--- config.mk ---
export PLATFORM = sky130hd
export DESIGN_NAME = pll_rst_seq_agilex
export DESIGN_NICKNAME = d
export VERILOG_FILES = /design/src/rtl/pll_rst_seq_pkg.sv /design/src/rtl/pll_rst_seq_sync2.sv /design/src/rtl/pll_rst_seq_agilex.sv
export SDC_FILE = /design/constraint.sdc
export NUM_CORES = 1
export LEC_CHECK = 0
export ABC_AREA = 1
export CORE_ASPECT_RATIO = 0.8
export CORE_MARGIN = 4
export CORE_UTILIZATION = 35
export DETAILED_ROUTE_END_ITERATION = 6
export GPL_TIMING_DRIVEN = 0
export HOLD_SLACK_MARGIN = 0.06
export PLACE_DENSITY = 0.66
export SYNTH_ARGS = -nofsm -noshare
export SYNTH_HDL_FRONTEND = slang
export SYNTH_HIERARCHICAL = 1
export SYNTH_SLANG_ARGS = --single-unit
--- constraint.sdc ---
create_clock -name i_clk -period 2.92 [get_ports i_clk]
set_input_delay 0.876 -clock i_clk [delete_from_list [all_inputs] [get_ports i_clk]]
set_output_delay 0.876 -clock i_clk [all_outputs]
set_load 0.03 [all_outputs]
--- src/rtl/pll_rst_seq_pkg.sv ---
// Shared types and helpers for the PLL supervisor / reset sequencer.
// Optional lock-loss statistics are controlled by PLL_RST_SEQ_LOCK_STATS_EN in the top.
package pll_rst_seq_pkg;

  typedef enum logic [2:0] {
    S_PLL_RST   = 3'd0,
    S_WAIT_LOCK = 3'd1,
    S_STABLE    = 3'd2,
    S_RUN       = 3'd3,
    S_FAIL      = 3'd4
  } pll_state_t;

  // Width able to hold (largest count - 1); never narrower than one bit.
  function automatic int clog2_max(input int a, input int b, input int c);
    int m;
    m = a;
    if (b > m) m = b;
    if (c > m) m = c;
    return (m < 2) ? 1 : $clog2(m);
  endfunction

endpackage

--- src/rtl/pll_rst_seq_sync2.sv ---
// Two-flop synchroniser with asynchronous active-low reset; output resets to 0.
module pll_rst_seq_sync2 (
  input  logic clk_i,
  input  logic rst_ni,
  input  logic d_i,
  output logic q_o
);

  logic meta_q;
  logic sync_q;

  always_ff @(posedge clk_i or negedge rst_ni) begin
    if (!rst_ni) begin
      meta_q <= 1'b0;
      sync_q <= 1'b0;
    end else begin
      meta_q <= d_i;
      sync_q <= meta_q;
    end
  end

  assign q_o = sync_q;

endmodule

--- src/rtl/pll_rst_seq_agilex.sv ---
// PLL supervisor and reset sequencer running on the free-running reference clock.
// Define PLL_RST_SEQ_LOCK_STATS_EN to build the saturating lock-loss event counter.
module pll_rst_seq_agilex
  import pll_rst_seq_pkg::*;
#(
  parameter int PLL_RST_CYCLES      = 16,
  parameter int LOCK_TIMEOUT_CYCLES = 100000,
  parameter int LOCK_STABLE_CYCLES  = 1024,
  parameter int MAX_RETRIES         = 3,
  parameter int CNT_W = clog2_max(PLL_RST_CYCLES, LOCK_TIMEOUT_CYCLES, LOCK_STABLE_CYCLES)
) (
  input  logic        i_clk,
  input  logic        i_rst_n,
  input  logic        i_ninit_done,
  input  logic        i_locked,
  input  logic        i_sw_rst,
  output logic        o_pll_rst,
  output logic        o_rst_core,
  output logic        o_fail,
  output logic [1:0]  o_retries,
  output logic [15:0] o_lock_loss_cnt,
  output pll_state_t  o_state_dbg
);

  localparam logic [CNT_W-1:0] PLL_RST_LAST = CNT_W'(PLL_RST_CYCLES - 1);
  localparam logic [CNT_W-1:0] TIMEOUT_LAST = CNT_W'(LOCK_TIMEOUT_CYCLES - 1);
  localparam logic [CNT_W-1:0] STABLE_LAST  = CNT_W'(LOCK_STABLE_CYCLES - 1);
  localparam logic [1:0]       RETRY_LIMIT  = 2'(MAX_RETRIES);

  logic locked_s;

  pll_rst_seq_sync2 u_lock_sync (
    .clk_i  (i_clk),
    .rst_ni (i_rst_n),
    .d_i    (i_locked),
    .q_o    (locked_s)
  );

  pll_state_t       state_q, state_d;
  logic [CNT_W-1:0] cnt_q, cnt_d, cnt_inc;
  logic [1:0]       retries_q, retries_d, retries_inc;
  logic             pll_rst_q, rst_core_q, fail_q;
  logic             lock_loss;

  // The shared counter saturates instead of wrapping in the open-ended states.
  assign cnt_inc     = (cnt_q == {CNT_W{1'b1}}) ? cnt_q : cnt_q + CNT_W'(1);
  assign retries_inc = (retries_q == RETRY_LIMIT) ? retries_q : retries_q + 2'd1;

  always_comb begin
    state_d   = state_q;
    cnt_d     = cnt_inc;
    retries_d = retries_q;
    lock_loss = 1'b0;
    if (i_ninit_done || i_sw_rst) begin
      state_d   = S_PLL_RST;
      cnt_d     = '0;
      retries_d = 2'd0;
    end else begin
      case (state_q)
        S_PLL_RST: begin
          if (cnt_q == PLL_RST_LAST) begin
            state_d = S_WAIT_LOCK;
            cnt_d   = '0;
          end
        end
        S_WAIT_LOCK: begin
          if (locked_s) begin
            state_d = S_STABLE;
            cnt_d   = '0;
          end else if (cnt_q == TIMEOUT_LAST) begin
            retries_d = retries_inc;
            state_d   = (retries_inc == RETRY_LIMIT) ? S_FAIL : S_PLL_RST;
            cnt_d     = '0;
          end
        end
        S_STABLE: begin
          // A lock drop here is a glitch during settling, not a failed attempt.
          if (!locked_s) begin
            state_d = S_WAIT_LOCK;
            cnt_d   = '0;
          end else if (cnt_q == STABLE_LAST) begin
            state_d   = S_RUN;
            cnt_d     = '0;
            retries_d = 2'd0;
          end
        end
        S_RUN: begin
          if (!locked_s) begin
            state_d   = S_PLL_RST;
            cnt_d     = '0;
            lock_loss = 1'b1;
          end
        end
        S_FAIL: begin
          state_d = S_FAIL;
        end
        default: begin
          state_d = S_PLL_RST;
          cnt_d   = '0;
        end
      endcase
    end
  end

  // Outputs are decoded from the next state so they move together with it.
  always_ff @(posedge i_clk or negedge i_rst_n) begin
    if (!i_rst_n) begin
      state_q    <= S_PLL_RST;
      cnt_q      <= '0;
      retries_q  <= 2'd0;
      pll_rst_q  <= 1'b1;
      rst_core_q <= 1'b1;
      fail_q     <= 1'b0;
    end else begin
      state_q    <= state_d;
      cnt_q      <= cnt_d;
      retries_q  <= retries_d;
      pll_rst_q  <= (state_d == S_PLL_RST);
      rst_core_q <= (state_d != S_RUN);
      fail_q     <= (state_d == S_FAIL);
    end
  end

  assign o_pll_rst   = pll_rst_q;
  assign o_rst_core  = rst_core_q;
  assign o_fail      = fail_q;
  assign o_retries   = retries_q;
  assign o_state_dbg = state_q;

`ifdef PLL_RST_SEQ_LOCK_STATS_EN
  logic [15:0] loss_cnt_q;

  always_ff @(posedge i_clk or negedge i_rst_n) begin
    if (!i_rst_n) begin
      loss_cnt_q <= 16'h0;
    end else if (lock_loss && (loss_cnt_q != 16'hFFFF)) begin
      loss_cnt_q <= loss_cnt_q + 16'd1;
    end
  end

  assign o_lock_loss_cnt = loss_cnt_q;
`else
  logic lock_loss_unused;
  assign lock_loss_unused = lock_loss;
  assign o_lock_loss_cnt  = 16'h0;
`endif

endmodule
==> results summary, run 1 <==
Port buffering added 12 buffers. At the pin with the least slew margin, the transition time is around 0.6 ns. For this run, design rule violations remaining after detail routing come to 0.

The number of endpoints failing setup at the final stage is 0. The mapped cell area is roughly 1700 um2. Once detail routing completed, the nets flagged for antenna violations numbered 0. In this run the power density over the cells is 328.0 nW/um2. For this run, asynchronously set or reset flops after synthesis account for 1.000. The final instance count without filler cells is about 330. The number of cells on the worst reg-to-reg path is 9. In the finished design, the share of the clock period the worst path needs comes to 0.7959. On the critical path, the stage with the largest delay is an instance of sky130_fd_sc_hd__clkdlybuf4s50_1. The final clock skew came out at slightly above 0.008 ns. Fill cells in the final layout number between 400 and 500. The maximum number of pins on one net before global-route repair is 28. The count of cells along the worst hold path is 0. In this run the critical register-to-register path is captured at cnt_q[14]$_DFF_PN0_. The count of pins over their slew limit came out at 0.

The number of gates resized after CTS is 0. In this run the vertical extent of the chip is 70.76 um. The total congestion overflow after global routing came out at 0. The post-CTS clock slew at the launch and capture registers of the worst setup and hold paths is around 0.090 ns. The routed wire length is around 3300 um.

The gate count after technology mapping came out at approximately 240. The total die area is about 6100 um2. The sum of internal, switching and leakage power is 662.0 uW. After synthesis, the mean cell area works out to 7.300 um2. The count of TritonRoute iterations in the first routing pass came out at 5. The startpoint identified for the worst hold timing path is u_lock_sync/meta_q$_DFF_PN0_. The global-route wire length before repair came out at roughly 5900 um.

The run finished with clean final reports. Grouping stages by cell kind, the critical path spends the most delay in buffers and inverters. The congestion estimate from routability-driven global placement came to 0.9292. Using the TritonRoute via totals, the vias-per-cell ratio works out to between 4 and 5. The delay of the slowest cell on the worst path came out at 0.66 ns. STA puts the critical path data arrival time at about 1.5 ns.

Ranked by instance count, the synthesized netlist is headed by sky130_fd_sc_hd__nor2_1, sky130_fd_sc_hd__nand2_1, sky130_fd_sc_hd__inv_1, sky130_fd_sc_hd__dfrtp_1, sky130_fd_sc_hd__buf_4. The total negative setup slack came out at 0 ns. The fraction of the yosys area taken by sequential cells is 0.3936. The clock network latency to the later pin of the worst-skew pair is 0.27 ns.

The pre-CTS worst setup slack came out at around 0.57 ns. The leakage dissipation is 0.0009955 uW. The area of the multi-input gates came out at ~840 um2.

The number of buffers created by CTS is 3. The buffering stage count on the worst path with inverters included is 1. The total number of H-tree levels came out at 1. The placement row count came out at 22.

The number of library cell types mapped by synthesis came out at 28. In the post-synthesis netlist, the biggest area contributors are sky130_fd_sc_hd__dfrtp_1, sky130_fd_sc_hd__nor2_1, sky130_fd_sc_hd__nand2_1, sky130_fd_sc_hd__buf_4, sky130_fd_sc_hd__inv_1. The minimum period implied by the final worst setup slack is roughly 2.3 ns. The number of gates on the worst path with buffers counted came out at 1.

The proportion of netlist area held by the largest area contributor came out at 0.3631. The via count of the first global-routing pass was 1,288. The total of warnings raised by yosys is 6. Setup repair after global routing left no endpoint under its margin. sky130_fd_sc_hd__dfrtp_1 takes more of the synthesized area than any other cell. The top achievable clock speed is roughly 430 MHz. The number of antenna violations at the first check in global routing is 0. The category of the worst setup path capture point is a primary output. The critical path goes through clkdlybuf4s50_1.

The tightest min-delay check is of the reg2reg type. The global-route usage over all layers is 0.1183. The number of DRC violations after detailed-routing iteration 0 is approximately 110.

VDD sags by at most about 270 uV. For hold timing, the worst endpoint is u_lock_sync/q_o$_DFF_PN0_. Clock tree synthesis selected as its root buffer the cell sky130_fd_sc_hd__clkbuf_8. The total of flip-flops plus latches after synthesis is 27. The number of nets in the layout is around 270. The maximum fanout encountered on the critical timing path came out at 1. The required time of the critical path came out at between 2 and 2.5 ns.

The die outline width came out at 86.44 um. The relative slew slack is 0.6017. The diode insertion count for antenna repair came out at 0. The number of flops mapped to enable cells by yosys is 0.

The worst setup path is launched from a flop. The TritonCTS clock tree is yes. The final routed wire length divided by cell count is 10.24 um. The total setup buffers inserted after CTS came out at 0. The hold buffer count at CTS is 0. The clock passes through at most 2 buffers. For this run, the leading register cell type out of synthesis is sky130_fd_sc_hd__dfrtp_1. The setup path with the least slack is of type reg2out. Among all cell types in the netlist, the one instantiated most often is sky130_fd_sc_hd__nor2_1. The ratio of cells with drive above 1 in the final layout is 0.1573. The core footprint is ~4700 um2.

The initial utilization of the core area, before any placement, comes to 0.3682. The via count came out at ~1,400. The worst register-to-register path has a setup slack of approximately 0.94 ns. The number of hold violations in the final report is 0. The post-DP HPWL came out at between 2000 and 3000 um.

The I/O pin total came out at 29. The worst path setup slack after routing came out at 0.5960 ns. The growth of design area from synthesis to finish is 17.14%. The number of max-cap violations came out at 0. The sink count of the clock tree came out at 27. The cell total after placement came out at between 300 and 400. In this run the critical register-to-register path is launched from cnt_q[0]$_DFF_PN0_.

The area used by sequential logic in the layout is 678.2 um2.
## where the power goes
group	total [uW]	switching, uW	leakage (uW)	internal [uW]
clock network	214	117	0.0000217	96.8
registers	379	2.86	0.000365	376
logic	68.4	45.3	0.000609	23.1
## layout by cell type (no fill, tap or decap), types with 3 or more instances in the layout
cell type,count
sky130_fd_sc_hd__conb_1,16
sky130_fd_sc_hd__dfrtp_1,25
sky130_fd_sc_hd__xor2_1,6
sky130_fd_sc_hd__buf_4,16
sky130_fd_sc_hd__clkbuf_8,3
sky130_fd_sc_hd__clkdlybuf4s50_1,11
sky130_fd_sc_hd__nand4_1,6
sky130_fd_sc_hd__xnor2_1,3
sky130_fd_sc_hd__nand2_2,6
sky130_fd_sc_hd__o21ai_0,5
sky130_fd_sc_hd__a21oi_1,9
sky130_fd_sc_hd__nor2_1,49
sky130_fd_sc_hd__inv_1,30
sky130_fd_sc_hd__nand3_1,10
sky130_fd_sc_hd__nand2_1,48
## routing by layer
layer | vias to the layer above | track usage | routed length (um)
met5 | - | 0 | 0
met4 | 0 | 0.03114 | 19
met3 | 2 | 0.02561 | 241
met2 | 35 | 0.1655 | 1341
met1 | 623 | 0.1823 | 1746
li1 | 761 | - | -
## cell families after synthesis
kind of cell | Yosys count | share of synthesized area
adders and majority gates | 1 | 0.007261
DFF | 27 | 0.3936
other | 1 | 0.002177
AOI/OAI and AO/OA | 18 | 0.06318
and+or+nand+nor | 131 | 0.3377
buffers and inverters | 49 | 0.1503
xor gates and xnor gates | 9 | 0.04575
## cell type report
cell class              instances  share of cell area
multi-input cells             175              0.4172
repair buffers                 12             0.05704
clock inverters                 1            0.003720
clock buffers                   3             0.02046
well taps                      60             0.03720
flip-flops and latches         27              0.3360
plain buffers                  18             0.07068
inverters                      31             0.05766
## registers in the layout (all words and copies together) (netlist names)
name                count
o_retries               2
o_fail                  1
o_state_dbg             3
o_pll_rst               1
u_lock_sync/q_o         1
o_rst_core              1
cnt_q                  17
u_lock_sync/meta_q      1
## through the flow
step | instance area [um2] | hold slack, ns | util
2_1_floorplan | 1779 | 0.3312 | -
3_3_place_gp | 1974 | 0.3330 | 0.4219
3_5_place_dp | 1974 | 0.3347 | 0.4219
4_1_cts | 2023 | 0.3585 | 0.4324
5_1_grt | 2018 | 0.3789 | 0.4313
6_report | 2018 | 0.3549 | 0.4313
## how the worst max path moves through the flow
stage | startpoint | end
4_1_cts | o_pll_rst$_DFF_PN1_ | o_pll_rst
3_5_place_dp | i_rst_n | cnt_q[5]$_DFF_PN0_
6_report | o_pll_rst$_DFF_PN1_ | o_pll_rst
2_1_floorplan | cnt_q[0]$_DFF_PN0_ | cnt_q[14]$_DFF_PN0_
3_3_place_gp | i_rst_n | cnt_q[5]$_DFF_PN0_
5_1_grt | o_pll_rst$_DFF_PN1_ | o_pll_rst
(Power assumes the default switching activity.)
==> inputs of run 2 (changes only) <==
Settings changed: PLACE_DENSITY 0.66 to 0.68.
Clock period 2.92 ns to 1.9 ns, I/O delays scaled along.
==> results summary, run 2 (synthesis gave the netlist of run 1 again) <==
The flow ran to the end, and the final reports show no timing, DRC or antenna violations. The post-CTS clock slew at the launch and capture registers of the worst setup and hold paths is ~0.090 ns. The count of TritonRoute iterations in the first routing pass came out at 4. The number of buffers created by CTS came out at 3. The maximum fanout encountered on the critical timing path came out at 1. The sink count of the clock tree is 27. Summing over every cut layer, the via total after detailed routing is 1,428. In this run the number of H-tree levels came out at 1.

The routed wire length came out at ~3500 um. The share of total power dissipated in sequential elements is 0.567. The routability congestion estimate came out at 0.9336.

The minimum period implied by the final worst setup slack is 1.840 ns. The analysis attributes to cell leakage a power of ~0.0010 uW. The required time of the critical path is about 1.3 ns. Once detail routing completed, the nets flagged for antenna violations numbered 0.

The part of the power in the clock network is 0.324. The count of pins over their slew limit was 0. The total congestion overflow after global routing is 0. The root buffer cell chosen for the clock tree is sky130_fd_sc_hd__clkbuf_8. The number of endpoints failing setup at the final stage is 0. The total die area came out at about 6100 um2.

The delay of the slowest cell on the worst path is 0.66 ns. From bottom edge to top edge, the die measures slightly above 70 um. The register with the most flip-flops in the layout has 17 of them. The floorplan step defined a core boundary enclosing 4679 um2.

The switching power as a share of total power is 0.2536. The ratio of cells with drive above 1 in the final layout is 0.1704. The clock arrives with approximately 0.0048 ns of skew. The number of antenna violations at the first check in global routing is 0.

The placement row count came out at 22. Dividing the final minimum period by the clock period gives 0.9682. The starting utilization of the core area came out at 0.3682. Entering global routing, the biggest net connects 28 pins.

In this run the critical register-to-register path is captured at cnt_q[9]$_DFF_PN0_. The final standard cell utilization of the core is 0.4382. The register-to-register path setup slack is 0.18 ns.

The combinational power share came out at 0.109. The maximum clock insertion buffer count came out at 2. In this run the critical register-to-register path is launched from cnt_q[0]$_DFF_PN0_. The worst endpoint data arrival time is about 1.3 ns. The kind of cell with the highest combined delay along the critical path is buffers and inverters.

Leaving out fill and tap cells, the most frequent cell in the layout is sky130_fd_sc_hd__nor2_1. STA classifies the critical path startpoint as a flop. The die outline width came out at just under 90 um. Traced cell by cell, the critical path runs through clkdlybuf4s50_1. The post-DP HPWL came out at around 2700 um. The design draws around 1000 uW.

The peak supply drop is between 400 and 500 uV. The top achievable clock speed is ~540 MHz. The pre-CTS worst setup slack came out at -0.1696 ns. The number of hold violations in the final report was 0. The post-route cell area is around 2100 um2. The via count of the first global-routing pass was 1,205. The growth of design area from synthesis to finish is 19.03%. The top cell types in the final layout, fill and taps aside, are sky130_fd_sc_hd__nor2_1, sky130_fd_sc_hd__nand2_1, sky130_fd_sc_hd__inv_1, sky130_fd_sc_hd__dfrtp_1, sky130_fd_sc_hd__buf_4. The relative slew slack came out at 0.6091. The depth of the worst register-to-register path is 11. The first global-routing pass estimated approximately 5800 um of wire.

In this run the power spent charging and discharging nets is between 200 and 300 uW. The number of gates on the worst path with buffers counted is 1. The repair_antennas step left the layout with diodes totalling 0. The post-route DRC violation count is 0. Fill cells in the final layout number ~500. The transition time of the tightest slew-check pin came out at 0.5864 ns. In this run the worst hold path is classified as in2async. The startpoint of the most critical setup path is o_fail$_DFF_PN0_.

TritonCTS built the clock tree. The worst path setup slack after routing is ~0.06 ns. The buffering stage count on the worst path with inverters included is 1.

The I/O pin total is 29. The number of nets in the layout came out at around 280. The critical path in this run is classified as reg2out. The total internal power came out at about 770 uW. The clock network latency to the later pin of the worst-skew pair came out at approximately 0.28 ns. Among all stages on the critical path, the largest delay is contributed by sky130_fd_sc_hd__clkdlybuf4s50_1.

The number of port buffers is 12. The worst setup path is captured at a primary output. Setup repair after global routing left no endpoint under its margin. In the global route stage, overall resource usage came out at 0.1188. In this run, the number of DRC markers left after iteration 0 of detailed routing was 110. Following the worst setup path forward leads to its endpoint at o_fail.

The mean number of vias per cell is between 4 and 5. The hold buffer count at CTS is 0. The number of max-cap violations came out at 0.

Counting flops per register, the top entry is cnt_q. The total power divided by cell area is around 500 nW/um2. The placed standard-cell area is approximately 2000 um2. Dividing the detail-routed wire length by the instance count gives about 11 um.
==> run 2: worst register-to-register path, cell delays in order (launching register included) <==
cell                      delay [ns]
sky130_fd_sc_hd__dfrtp_1        0.45
sky130_fd_sc_hd__ha_4           0.20
sky130_fd_sc_hd__nand2_1        0.06
sky130_fd_sc_hd__inv_1          0.13
sky130_fd_sc_hd__nand2_2        0.10
sky130_fd_sc_hd__nor2_2         0.10
sky130_fd_sc_hd__nand2_1        0.06
sky130_fd_sc_hd__nand2_1        0.08
sky130_fd_sc_hd__nand2_2        0.07
sky130_fd_sc_hd__o21ai_4        0.16
sky130_fd_sc_hd__buf_6          0.17
sky130_fd_sc_hd__nor2_1         0.05
==> run 2: routing by layer <==
layer  GRT usage  part of all wire  wire (um)
met1      0.1829              0.53       1824
met2      0.1638              0.41       1421
met3     0.02910             0.057        198
met4     0.03114            0.0084         29
met5           0                 0          0
==> run 2: stage by stage <==
stage	TNS (ns)	cells	hold WS [ns]
2_1_floorplan	0	251	0.2744
3_3_place_gp	-3.865	323	0.3334
3_5_place_dp	-4.637	323	0.3363
4_1_cts	0	329	0.3599
5_1_grt	0	330	0.3270
6_report	0	330	0.2771
==> run 2: worst min-delay path by stage <==
stage                                 start                        end  slack, ns
2_1_floorplan                       i_rst_n         cnt_q[0]$_DFF_PN0_       0.27
3_3_place_gp   u_lock_sync/meta_q$_DFF_PN0_  u_lock_sync/q_o$_DFF_PN0_       0.33
3_5_place_dp   u_lock_sync/meta_q$_DFF_PN0_  u_lock_sync/q_o$_DFF_PN0_       0.34
4_1_cts        u_lock_sync/meta_q$_DFF_PN0_  u_lock_sync/q_o$_DFF_PN0_       0.36
5_1_grt                             i_rst_n         cnt_q[8]$_DFF_PN0_       0.33
6_report                            i_rst_n        cnt_q[12]$_DFF_PN0_       0.28
==> run 2: power by group through the flow <==
stage / combinational, uW / sequential, uW / clock [uW]
2_1_floorplan: 83.0 / 593 / 0
5_1_grt: 122 / 584 / 379
6_report: 112 / 583 / 334
3_5_place_dp: 107 / 594 / 0
3_3_place_gp: 106 / 594 / 0
4_1_cts: 110 / 583 / 349
==> run 2: layout make-up <==
class	count	area, um2	area share
Buffer	18	142.6	0.06955
Clock buffer	3	41.29	0.02013
Clock inverter	1	7.507	0.003661
Inverter	31	116.4	0.05674
Multi-Input combinational cell	175	860.8	0.4198
Sequential cell	27	678.2	0.3307
Tap cell	60	75.07	0.03661
Timing Repair Buffer	15	128.9	0.06284
==> run 2: what timing repair did <==
item	4_1_cts	5_1_grt
setup buffers	2	1
gates resized for setup	7	3
endpoints found under the setup margin	17	20
pin swaps	1	0
